===== src/rtl/fifo_tx_drain_ctrl.sv =====
// fifo_tx_drain_ctrl: read-side scheduler for the 8-entry TX byte FIFO.
// Starts a drain burst when occupancy reaches THRESHOLD, or when a
// non-empty, below-threshold FIFO has waited TIMEOUT cycles. It pops one
// byte at a time and hands it to the UART transmitter through a
// start/busy handshake, continuing until the FIFO is empty.
module fifo_tx_drain_ctrl #(
  parameter int THRESHOLD = 4,     // 1..7
  parameter int TIMEOUT   = 1000   // 1..65535
) (
  input  logic        i_clk,
  input  logic        i_reset,
  input  logic        i_enable,
  input  logic [2:0]  i_fifo_wptr,
  input  logic [2:0]  i_fifo_rptr,
  input  logic        i_fifo_empty,
  input  logic [7:0]  i_fifo_data,
  output logic        o_fifo_rd_en,
  input  logic        i_tx_busy,
  output logic        o_tx_start,
  output logic [7:0]  o_tx_data,
  output logic [2:0]  o_occupancy,
  output logic        o_busy,
  output logic [15:0] o_sent_count
);

  localparam logic [2:0]  THR     = 3'(THRESHOLD);
  localparam logic [15:0] TO_LAST = 16'(TIMEOUT - 1);

  typedef enum logic [2:0] {
    S_IDLE,
    S_READ,
    S_CAPTURE,
    S_START,
    S_WAIT_ACK,
    S_WAIT_DONE
  } state_t;

  state_t      r_state;
  logic        r_rd_en;
  logic [7:0]  r_tx_data;
  logic        r_busy;
  logic [15:0] r_sent_count;
  logic [15:0] r_to_cnt;

  logic [2:0]  w_occ;
  logic        w_at_thr;
  logic        w_to_hit;
  logic        w_more;
  logic        w_trigger;
  logic        w_to_count;
  logic        w_start_ok;

  // Pointer difference wraps mod 8; a full 8-entry FIFO is never reported.
  assign w_occ      = i_fifo_wptr - i_fifo_rptr;
  assign w_at_thr   = (w_occ >= THR);
  assign w_to_hit   = (r_to_cnt == TO_LAST);
  assign w_more     = i_enable && !i_fifo_empty;
  assign w_trigger  = w_more && (w_at_thr || w_to_hit);
  assign w_to_count = w_more && !w_at_thr;

  // The transmitter must see the request in the same cycle START notices it
  // is free, so the pulse is decoded from the state register and tx_busy.
  assign w_start_ok = (r_state == S_START) && !i_tx_busy;

  // Burst sequencer, idle-timeout counter and all registered outputs.
  always_ff @(posedge i_clk) begin
    if (i_reset) begin
      r_state      <= S_IDLE;
      r_rd_en      <= 1'b0;
      r_tx_data    <= 8'h00;
      r_busy       <= 1'b0;
      r_sent_count <= 16'h0000;
      r_to_cnt     <= 16'h0000;
    end else begin
      r_rd_en  <= 1'b0;
      r_to_cnt <= 16'h0000;
      case (r_state)
        S_IDLE: begin
          if (w_trigger) begin
            r_state <= S_READ;
            r_rd_en <= 1'b1;
            r_busy  <= 1'b1;
          end else if (w_to_count) begin
            r_to_cnt <= r_to_cnt + 16'd1;
          end
        end
        S_READ: begin
          r_state <= S_CAPTURE;
        end
        S_CAPTURE: begin
          // FIFO read data is registered, so it is valid one cycle after the pop.
          r_tx_data <= i_fifo_data;
          r_state   <= S_START;
        end
        S_START: begin
          if (w_start_ok) begin
            r_sent_count <= r_sent_count + 16'd1;
            r_state      <= S_WAIT_ACK;
          end
        end
        S_WAIT_ACK: begin
          if (i_tx_busy) r_state <= S_WAIT_DONE;
        end
        S_WAIT_DONE: begin
          if (!i_tx_busy) begin
            // Burst continues regardless of threshold while data remains.
            if (w_more) begin
              r_state <= S_READ;
              r_rd_en <= 1'b1;
            end else begin
              r_state <= S_IDLE;
              r_busy  <= 1'b0;
            end
          end
        end
        default: begin
          r_state <= S_IDLE;
          r_busy  <= 1'b0;
        end
      endcase
    end
  end

  assign o_fifo_rd_en = r_rd_en;
  assign o_tx_start   = w_start_ok;
  assign o_tx_data    = r_tx_data;
  assign o_occupancy  = w_occ;
  assign o_busy       = r_busy;
  assign o_sent_count = r_sent_count;

  // Structural invariants of the handshake.
  a_start_single: assert property (@(posedge i_clk) disable iff (i_reset)
    o_tx_start |=> !o_tx_start);
  a_rd_in_read: assert property (@(posedge i_clk) disable iff (i_reset)
    o_fifo_rd_en |-> (r_state == S_READ));
  a_busy_state: assert property (@(posedge i_clk) disable iff (i_reset)
    o_busy == (r_state != S_IDLE));

endmodule


===== config.mk =====
export PLATFORM = sky130hd
export DESIGN_NAME = fifo_tx_drain_ctrl
export DESIGN_NICKNAME = d
export VERILOG_FILES = /design/src/rtl/fifo_tx_drain_ctrl.sv
export SDC_FILE = /design/constraint.sdc
export NUM_CORES = 1
export LEC_CHECK = 0
export BUFFER_PORTS_ARGS = -buffer_cell sky130_fd_sc_hd__buf_2
export CORE_MARGIN = 2
export CORE_UTILIZATION = 52
export DETAILED_ROUTE_END_ITERATION = 6
export HOLD_SLACK_MARGIN = 0.06
export PLACE_DENSITY_LB_ADDON = 0.2
export SLEW_MARGIN = 0
export SYNTH_ARGS = -nofsm -noshare
export SYNTH_HDL_FRONTEND = slang
export SYNTH_SLANG_ARGS = --single-unit

===== constraint.sdc =====
create_clock -name i_clk -period 2.4 [get_ports i_clk]
set_input_delay 0 -clock i_clk [delete_from_list [all_inputs] [get_ports i_clk]]
set_output_delay 0 -clock i_clk [all_outputs]
set_load 0.005 [all_outputs]

## Word-level counts from Yosys, hierarchy flattened

Index checks and enable logic that the tools add are counted.

- Multipliers: 0
- Equal/unequal tests: 11
- Div/mod/pow operators: 0
- Bitwise gates (word level): 3
- $add $sub $neg: 3
- Reduce and logical (&&, ||, !) cells: 14
- Shifts and indexed selects: 0
- Magnitude comparators: 1
- Multiplexer cells: 14

Operators by type and width:

| cell | count |
|---|---|
| 16-bit by 1-bit adder with 16-bit output (second input constant) | 2 |
| 3-bit case mux with 6 select lines | 1 |
| 16-bit by 10-bit == test with 1-bit output (second input constant) | 1 |
| 3-bit two-way mux | 4 |
| 2-bit != test (second input constant) | 5 |
| 4-bit AND reduction | 2 |
| 4-bit OR reduction | 2 |
| 1-bit two-way mux | 7 |
| 3-bit by 2-bit == test with 1-bit output (second input constant) | 2 |
| 3-bit == test (second input constant) | 2 |
| 1-bit logical AND | 4 |
| 3-bit by 1-bit == test with 1-bit output (second input constant) | 1 |
| 3-bit greater-or-equal comparator (second input constant) | 1 |
| 1-bit logical NOT | 3 |
| 3-bit logical NOT | 1 |
| 1-bit inverter | 3 |
| 1-bit case mux with 3 select lines | 1 |
| 3-bit subtractor | 1 |
| 1-bit case mux with 2 select lines | 1 |
| 2-bit AND reduction | 1 |
| 1-bit logical OR | 1 |

- Latch bits: 0
- Memory bits (writable): 0
- Memories: 0
- Word-level logic and storage cells: 52
- Memory bits (read-only): 0
- Register bits: 45

## Depth between registers and ports, before layout

Gate-level depths: netlist of the first run.

- Depth after elaboration: 6
- Depth in mapped cells: 9
- Gate-level depth less buffers: 7

## Least setup slack after synthesis of the first run

No wires, ideal clock.

- Kind: input port to flip-flop
- Start point: in i_fifo_wptr[0]
- End point: reg r_to_cnt[13]
- Data arrival time: 1.840 ns
- Path slack: 0.496 ns
- Data required time: 2.336 ns
- Stages on the path: 9
- Path buffers: 2
- Cell sequence: inv_1 ha_1 fa_1 xor3_1 a41o_1 or4_1 buf_2 buf_6 nor2_1

- Word-level cells in the longest chain between the ends: 6
- Elaborated cells on any way between the ends: 8
- Classes of those cells: add/sub: 1; order compare: 1; bitwise: 1; reduce/logical: 5

Ends and longest elaborated chain:

| what | line | RTL |
|---|---|---|
| from (decl) | 13 | `input logic [2:0] i_fifo_wptr,` |
| 3-bit subtractor * | 54 | `assign w_occ = i_fifo_wptr - i_fifo_rptr;` |
| via o_occupancy[2] | 21 | `output logic [2:0] o_occupancy,` |
| 3-bit greater-or-equal comparator * | 55 | `assign w_at_thr = (w_occ >= THR);` |
| 1-bit logical NOT | 59 | `assign w_to_count = w_more && !w_at_thr;` |
| 1-bit logical AND | 59 |  |
| 1-bit inverter (no line) | n/a |  |
| 4-bit OR reduction (no line) * | n/a |  |
| to (signal assigned) | 84 | `r_to_cnt <= r_to_cnt + 16'd1;` |
| to (decl) | 43 | `logic [15:0] r_to_cnt;` |

The timed path passes the listed nets; every way through them passes the cells marked *.
A chain may end at the register's enable or synchronous reset.

## Worst setup path after layout of the first run

- Start point: reg r_state[2]
- End point: reg r_sent_count[11] (netlist: o_sent_count[11])

- Word-level cells in the longest chain between the ends: 3

Ends and longest elaborated chain:

| what | line | RTL |
|---|---|---|
| from (decl) | 38 | `state_t r_state;` |
| from (signal assigned) | 68 | `r_state <= S_IDLE;` |
| from (signal assigned) | 80 | `r_state <= S_READ;` |
| from (signal assigned) | 88 | `r_state <= S_CAPTURE;` |
| 3-bit by 2-bit == test with 1-bit output * | 63, 77 |  |
| 1-bit logical AND | 63 | `assign w_start_ok = (r_state == S_START) && !i_tx_busy;` |
| 2-bit AND reduction (no line) * | n/a |  |
| to (signal assigned) | 97 | `r_sent_count <= r_sent_count + 16'd1;` |
| to (decl) | 42 | `logic [15:0] r_sent_count;` |

Mark *: on every way between the ends. The rest lies on a longest branch, timed or not.

==> metrics, run 1 <==
leakage power=just under 1 nW; row cnt=22; Net Sw Frac=23.5%; YS warnings=0; Synth-to-Final Area Change=22.7%; Pre-antenna DRT Iters=4; CTS root buf=clkbuf_8; worst min-delay path class=in -> reg; CP cell instances=and4bb_2 -> nand4_1 -> or4_1 -> a21oi_1; final core occ=between 60% and 70%; status=complete, no violations; H-tree levels=2; crit end category=flip-flop; core box area=0.00369 mm²; busiest grt layer=met2; clock latency at the later pin of the worst-skew pair=~0.30 ns; Cells after Synth=~230; Post-Syn Nets=250; met2 Use GR=32.0%; Clock Path Buffers=2; Tcrit/Tclk final=81.6%; routed vias=1,741; TritonCTS clock tree=built; Unique masters post-synth=37; GPL Wtd Cong=~0.73; largest net degree at the start of global routing=31; port buffer count=48; Setup Buffers After CTS=0; Setup CP Type=reg -> reg; setup violators final=0; number of global-route vias before repair=1,477; RSZ-0062 raised after global routing=false; gr usage total=19.5%; routing usage on met1=23.4%; nets=between 300 and 400; Die ar.=roughly 0.0044 mm²; Worst Max-Slew Pin Slew=about 0.53 ns; HPWL Detailed=2690 µm; Clk pwr share=between 30% and 40%; most frequent cells in the layout=buf_2, dfxtp_1, nor2_1; Crit path max-delay family=simple AND/OR/NAND/NOR gates; Pwr Density=542 mW/mm²; Setup Skew=roughly 0.0086 ns; Vias/cell=between 5 and 6; VDD IR max=485 µV; Buf/Inv on CP=0; I/O pin cnt=49; area share of the largest cell type after synthesis=between 40% and 50%; Antenna Diode Count=0; Avg WL per Cell=11.8 µm; max_cap viols=0; Worst slew margin=around 65%; max-slew violations=0; Hold Fails Final Rpt=0; Fin Setup TNS=0 ns; combinational share of power=a little under 9%; Die H=approximately 66 µm; Filler Cell Count=around 330; sw power=around 310 µW; Routed Antenna Nets=0; drc violations=0; Critical Path RT=between 2 and 3 ns; Num CTS Buffers=5; Seq pwr share=roughly 58%; Die Wd=~66 µm; share of layout cells above drive strength 1=between 20% and 30%; area leader, netlist=dfxtp_1; global route total overflow=0; First DRT Iteration DRCs=91; clk sinks=45; Multi-input gate area=between 0.001 and 0.0015 mm²; Initial Util=a little over half; Final Routed Wirelength=~4000 µm; CP max stage cell=or4_1; Sequential cell area=roughly 900 µm²; Synth Cell Area=0.00201 mm²; Int Power=slightly above 1 mW; synthesis-stage register bit count=45; Critical Path AT=about 2.2 ns; first-pass GRT wire length=6510 µm; average size of a mapped cell=roughly 9 µm²; crit-path max cell delay=0.51 ns; Period minus WS final=~2.0 ns; antenna violations before repair=0; f_max=a little over 500 MHz; commonest non-fill, non-tap cell in the layout=buf_2; CP Launch Type=flip-flop; crit-path max FO=11; Clock Pin Slew Worst Setup and Hold Paths=approximately 0.08 ns; dominant cells by area after synthesis=dfxtp_1, nor2_1, xnor2_1, mux2i_1, a21oi_1; sequential-to-total area share from yosys stat=between 40% and 50%; met3 GRT Util=under 10%
==> timing repair <==
| item | CTS | global route |
|---|---|---|
| endpoints found under the hold margin | 9 | 0 |
| gates resized for setup | 0 | 0 |
| hold buffers | 10 | 0 |
==> cell type report <==
| type | instances | share of cell area [%] |
|---|---|---|
| Clock inverter | 2 | 0.659 |
| Sequential cell | 45 | 36.5 |
| Timing Repair Buffer | 60 | 14.4 |
| Multi-Input combinational cell | 162 | 41.6 |
| Inverter | 11 | 1.67 |
| Clock buffer | 5 | 2.79 |
| Tap cell | 48 | 2.43 |
==> per-layer routing <==
layer  wire length [µm]  share of wire [%]  up-vias
met1               1780                 45      788
li1                   -                  -      908
met2               1890                 48       40
met5                  0                  0        -
met3                207                5.3        5
met4                 54                1.4        0
==> worst reg2reg max path, cell delays in order, from the launching register on <==
cell      delay, ns
dfxtp_1        0.38
and4bb_2       0.47
nand4_1        0.38
or4_1          0.51
a21oi_1        0.15
==> power by group through the flow <==
stage / combinational, mW / sequential [mW] / clock, mW
detailed placement: 0.108 / 0.787 / 0
finish: 0.118 / 0.770 / 0.450
global route: 0.131 / 0.773 / 0.503
CTS: 0.119 / 0.770 / 0.468
global placement: 0.106 / 0.787 / 0
floorplan: 0.0639 / 0.787 / 0
==> logic make-up after synthesis <==
family                     synth area share, %
adders and majority gates                 2.86
and+or+nand+nor                           25.4
muxes                                     4.48
AOI/OAI and AO/OA                         8.77
buffers and inverters                     4.23
xor gates and xnor gates                  9.45
DFF                                       44.8
==> worst paths after layout <==
path	startpoint	end	slack, ns	cells past startpoint
worst min register to register	r_to_cnt[0]	r_to_cnt[0]	0.48	1
worst max-delay path	r_state[2]	o_sent_count[11]	0.44	4
worst max register to register	r_state[2]	o_sent_count[11]	0.44	4
worst min-delay path	i_tx_busy	r_state[2]	0.09	5
==> flip-flops by register name, summed over array words and instances (netlist names) <==
register and flops:
o_sent_count 16, o_busy 1, r_state 3, o_fifo_rd_en 1, o_tx_data 8, r_to_cnt 16
==> synth_stat cells <==
cell,count
nand4_1,5
inv_1,11
nand3_1,12
or3_1,7
nand2_1,11
or4_1,6
buf_6,1
nor4_1,3
nor3_1,2
nor4bb_1,1
nand2b_1,1
buf_1,1
a2111oi_0,1
o31ai_1,5
xnor2_1,11
xor2_1,8
ha_1,3
dfxtp_1,45
o21ai_0,6
buf_2,2
or2_2,1
a41o_1,1
nor4b_1,3
and4_1,1
and3_1,4
clkbuf_1,5
a21oi_1,15
fa_1,1
nor2b_1,2
xor3_1,1
nor3b_1,1
a22oi_1,1
mux2i_1,9
nand3b_1,1
nor2_1,37
a21o_1,1
and4bb_2,1
==> per-stage QoR <==
stage / hold slack, ns / power (mW) / cells / setup slack, ns / instance area [µm²]
floorplan: 0.131 / 0.851 / 227 / 0.496 / 2010
global placement: 0.237 / 0.893 / 316 / 0.424 / 2280
detailed placement: 0.244 / 0.895 / 316 / 0.368 / 2280
CTS: 0.0773 / 1.36 / 333 / 0.442 / 2470
global route: 0.117 / 1.41 / 333 / 0.207 / 2470
finish: 0.0936 / 1.34 / 333 / 0.441 / 2470
No activity file was read; power rests on OpenSTA's default activity.
==> inputs of run 2 (changes only) <==
CORE_UTILIZATION = 47   (was 52)
clock period = 1.8 ns   (was 2.4 ns; I/O delays follow)
==> metrics, run 2 (same netlist as run 1, synthesis figures left out) <==
status=complete, no violations; largest net degree at the start of global routing=30 (-3.2%); GPL Wtd Cong=0.785 (+6.9%); CTS root buf=clkbuf_8; crit end category=flip-flop; Setup Buffers After CTS=0 (unchanged); VDD IR max=589 µV (+21%); clock latency at the later pin of the worst-skew pair=0.29 ns (about the same); Period minus WS final=1.73 ns (-0.230 ns); number of global-route vias before repair=1,742 (+18%); Setup CP Type=reg -> reg; Die ar.=0.00482 mm² (+10%); crit-path max FO=16 (+5); Num CTS Buffers=5 (unchanged); Pwr Total=1.99 mW (+49%); clk sinks=45 (unchanged); Setup Skew=0.00405 ns (-0.00456 ns); Initial Util=49.6% (-5.0 points); Clock Pin Slew Worst Setup and Hold Paths=0.08 ns (about the same); port buffer count=48 (unchanged); f_max=578 MHz (+13%); first-pass GRT wire length=7420 µm (+14%); final core occ=65.4% (-1.6 points); First DRT Iteration DRCs=83 (-8.8%); drc violations=0 (unchanged); RSZ-0062 raised after global routing=false; Worst slew margin=75.8% (+11 points); area post-placement=0.00243 mm² (+6.4%); Pre-antenna DRT Iters=4 (unchanged); HPWL Detailed=2950 µm (+9.8%); Finished Cell Area=0.00265 mm² (+7.5%); Avg WL per Cell=12.3 µm (+4.3%); Filler Cell Count=339 (+2.4%); commonest non-fill, non-tap cell in the layout=buf_2; leakage power=1.05 nW (+9.4%); Clock Path Buffers=2 (unchanged); Hold Fails Final Rpt=0 (unchanged); Final Routed Wirelength=4310 µm (+9.6%); pre-CTS WS=-0.162 ns (-0.531 ns); share of layout cells above drive strength 1=27.0% (+6.3 points); core box area=0.00406 mm² (+10%); row cnt=23 (+4.5%); global route total overflow=0 (unchanged); Critical Path AT=1.95 ns (-0.24 ns); nets=322 (+4.5%); H-tree levels=2 (unchanged); routed vias=1,822 (+4.7%); antenna violations before repair=0 (unchanged); Worst Max-Slew Pin Slew=0.357 ns (-0.169 ns); Pwr Density=749 mW/mm² (+38%); Vias/cell=5.21 (-0.43%); max_cap viols=0 (unchanged); setup violators final=0 (unchanged); TritonCTS clock tree=built; most frequent cells in the layout=buf_2, dfxtp_1, nor2_1; Routed Antenna Nets=0 (unchanged); Synth-to-Final Area Change=31.8%; max-slew violations=0 (unchanged); Antenna Diode Count=0 (unchanged); CP Launch Type=flip-flop; gr usage total=18.5% (-0.96 points); setup ws final=0.0705 ns (-0.370 ns); Tcrit/Tclk final=96.1% (+14 points); Die Wd=69.4 µm (+4.9%); worst min-delay path class=in -> reg; I/O pin cnt=49 (unchanged); Critical Path RT=2.02 ns (-0.61 ns); Die H=69.4 µm (+4.9%)
## run 2: changes by cell type in the layout (fill, tap and decap cells not counted), moves of 2 or more
cell     previous run  this run
buf_4               2        16
ha_1                3         1
nand3_1            12        10
nand3_2             0         2
## run 2: where the power goes
group | internal, mW | switching [mW] | total (mW)
logic | 0.0983 | 0.0840 | 0.182
clock network | 0.453 | 0.329 | 0.782
registers | 1.01 | 0.0102 | 1.02
total | 1.56 | 0.423 | 1.99
## run 2: final timing paths
path                     from               end  slack, ns  depth (start not counted)
min reg2reg  o_sent_count[15]  o_sent_count[15]       0.48                          2
min                 i_tx_busy      o_fifo_rd_en       0.09                          4
max reg2reg       r_to_cnt[0]       r_to_cnt[6]       0.07                          6
max               r_to_cnt[0]       r_to_cnt[6]       0.07                          6
## run 2: critical path: stages, from the launching register on
cell,delay [ns]
dfxtp_1,0.32
ha_2,0.18
nor4bb_1,0.13
a41o_1,0.26
or4_1,0.48
buf_6,0.17
nor2_1,0.12
## run 2: stage by stage
step	instances	hold slack, ns	setup TNS (ns)
after global placement	333	0.234	-1.64
after CTS	350	0.0619	0
after global routing	350	0.0891	0
after floorplan	227	0.128	-0.0336
final	350	0.0856	0
after detailed placement	333	0.241	-2.22
## run 2: repair_timing
item | in CTS | in global routing
hold buffers | 9 | 0
endpoints found under the setup margin | 0 | 6
gates resized for setup | 0 | 4
endpoints found under the hold margin | 9 | 0
## run 2: area by class of cell
class | instances | area, µm² | area share [%]
Timing Repair Buffer | 74 | 462 | 17.4
Sequential cell | 45 | 901 | 34.0
Tap cell | 50 | 62.6 | 2.36
Clock inverter | 1 | 30.0 | 1.13
Clock buffer | 7 | 86.3 | 3.25
Multi-Input combinational cell | 162 | 1060 | 39.9
Inverter | 11 | 53.8 | 2.03
## run 2: metal layers
metal / routed length [µm] / global-route usage (%)
met1: 2000 / 22.0
met2: 2110 / 32.2
met3: 177 / 5.38
met4: 26 / 5.88
met5: 0 / 0
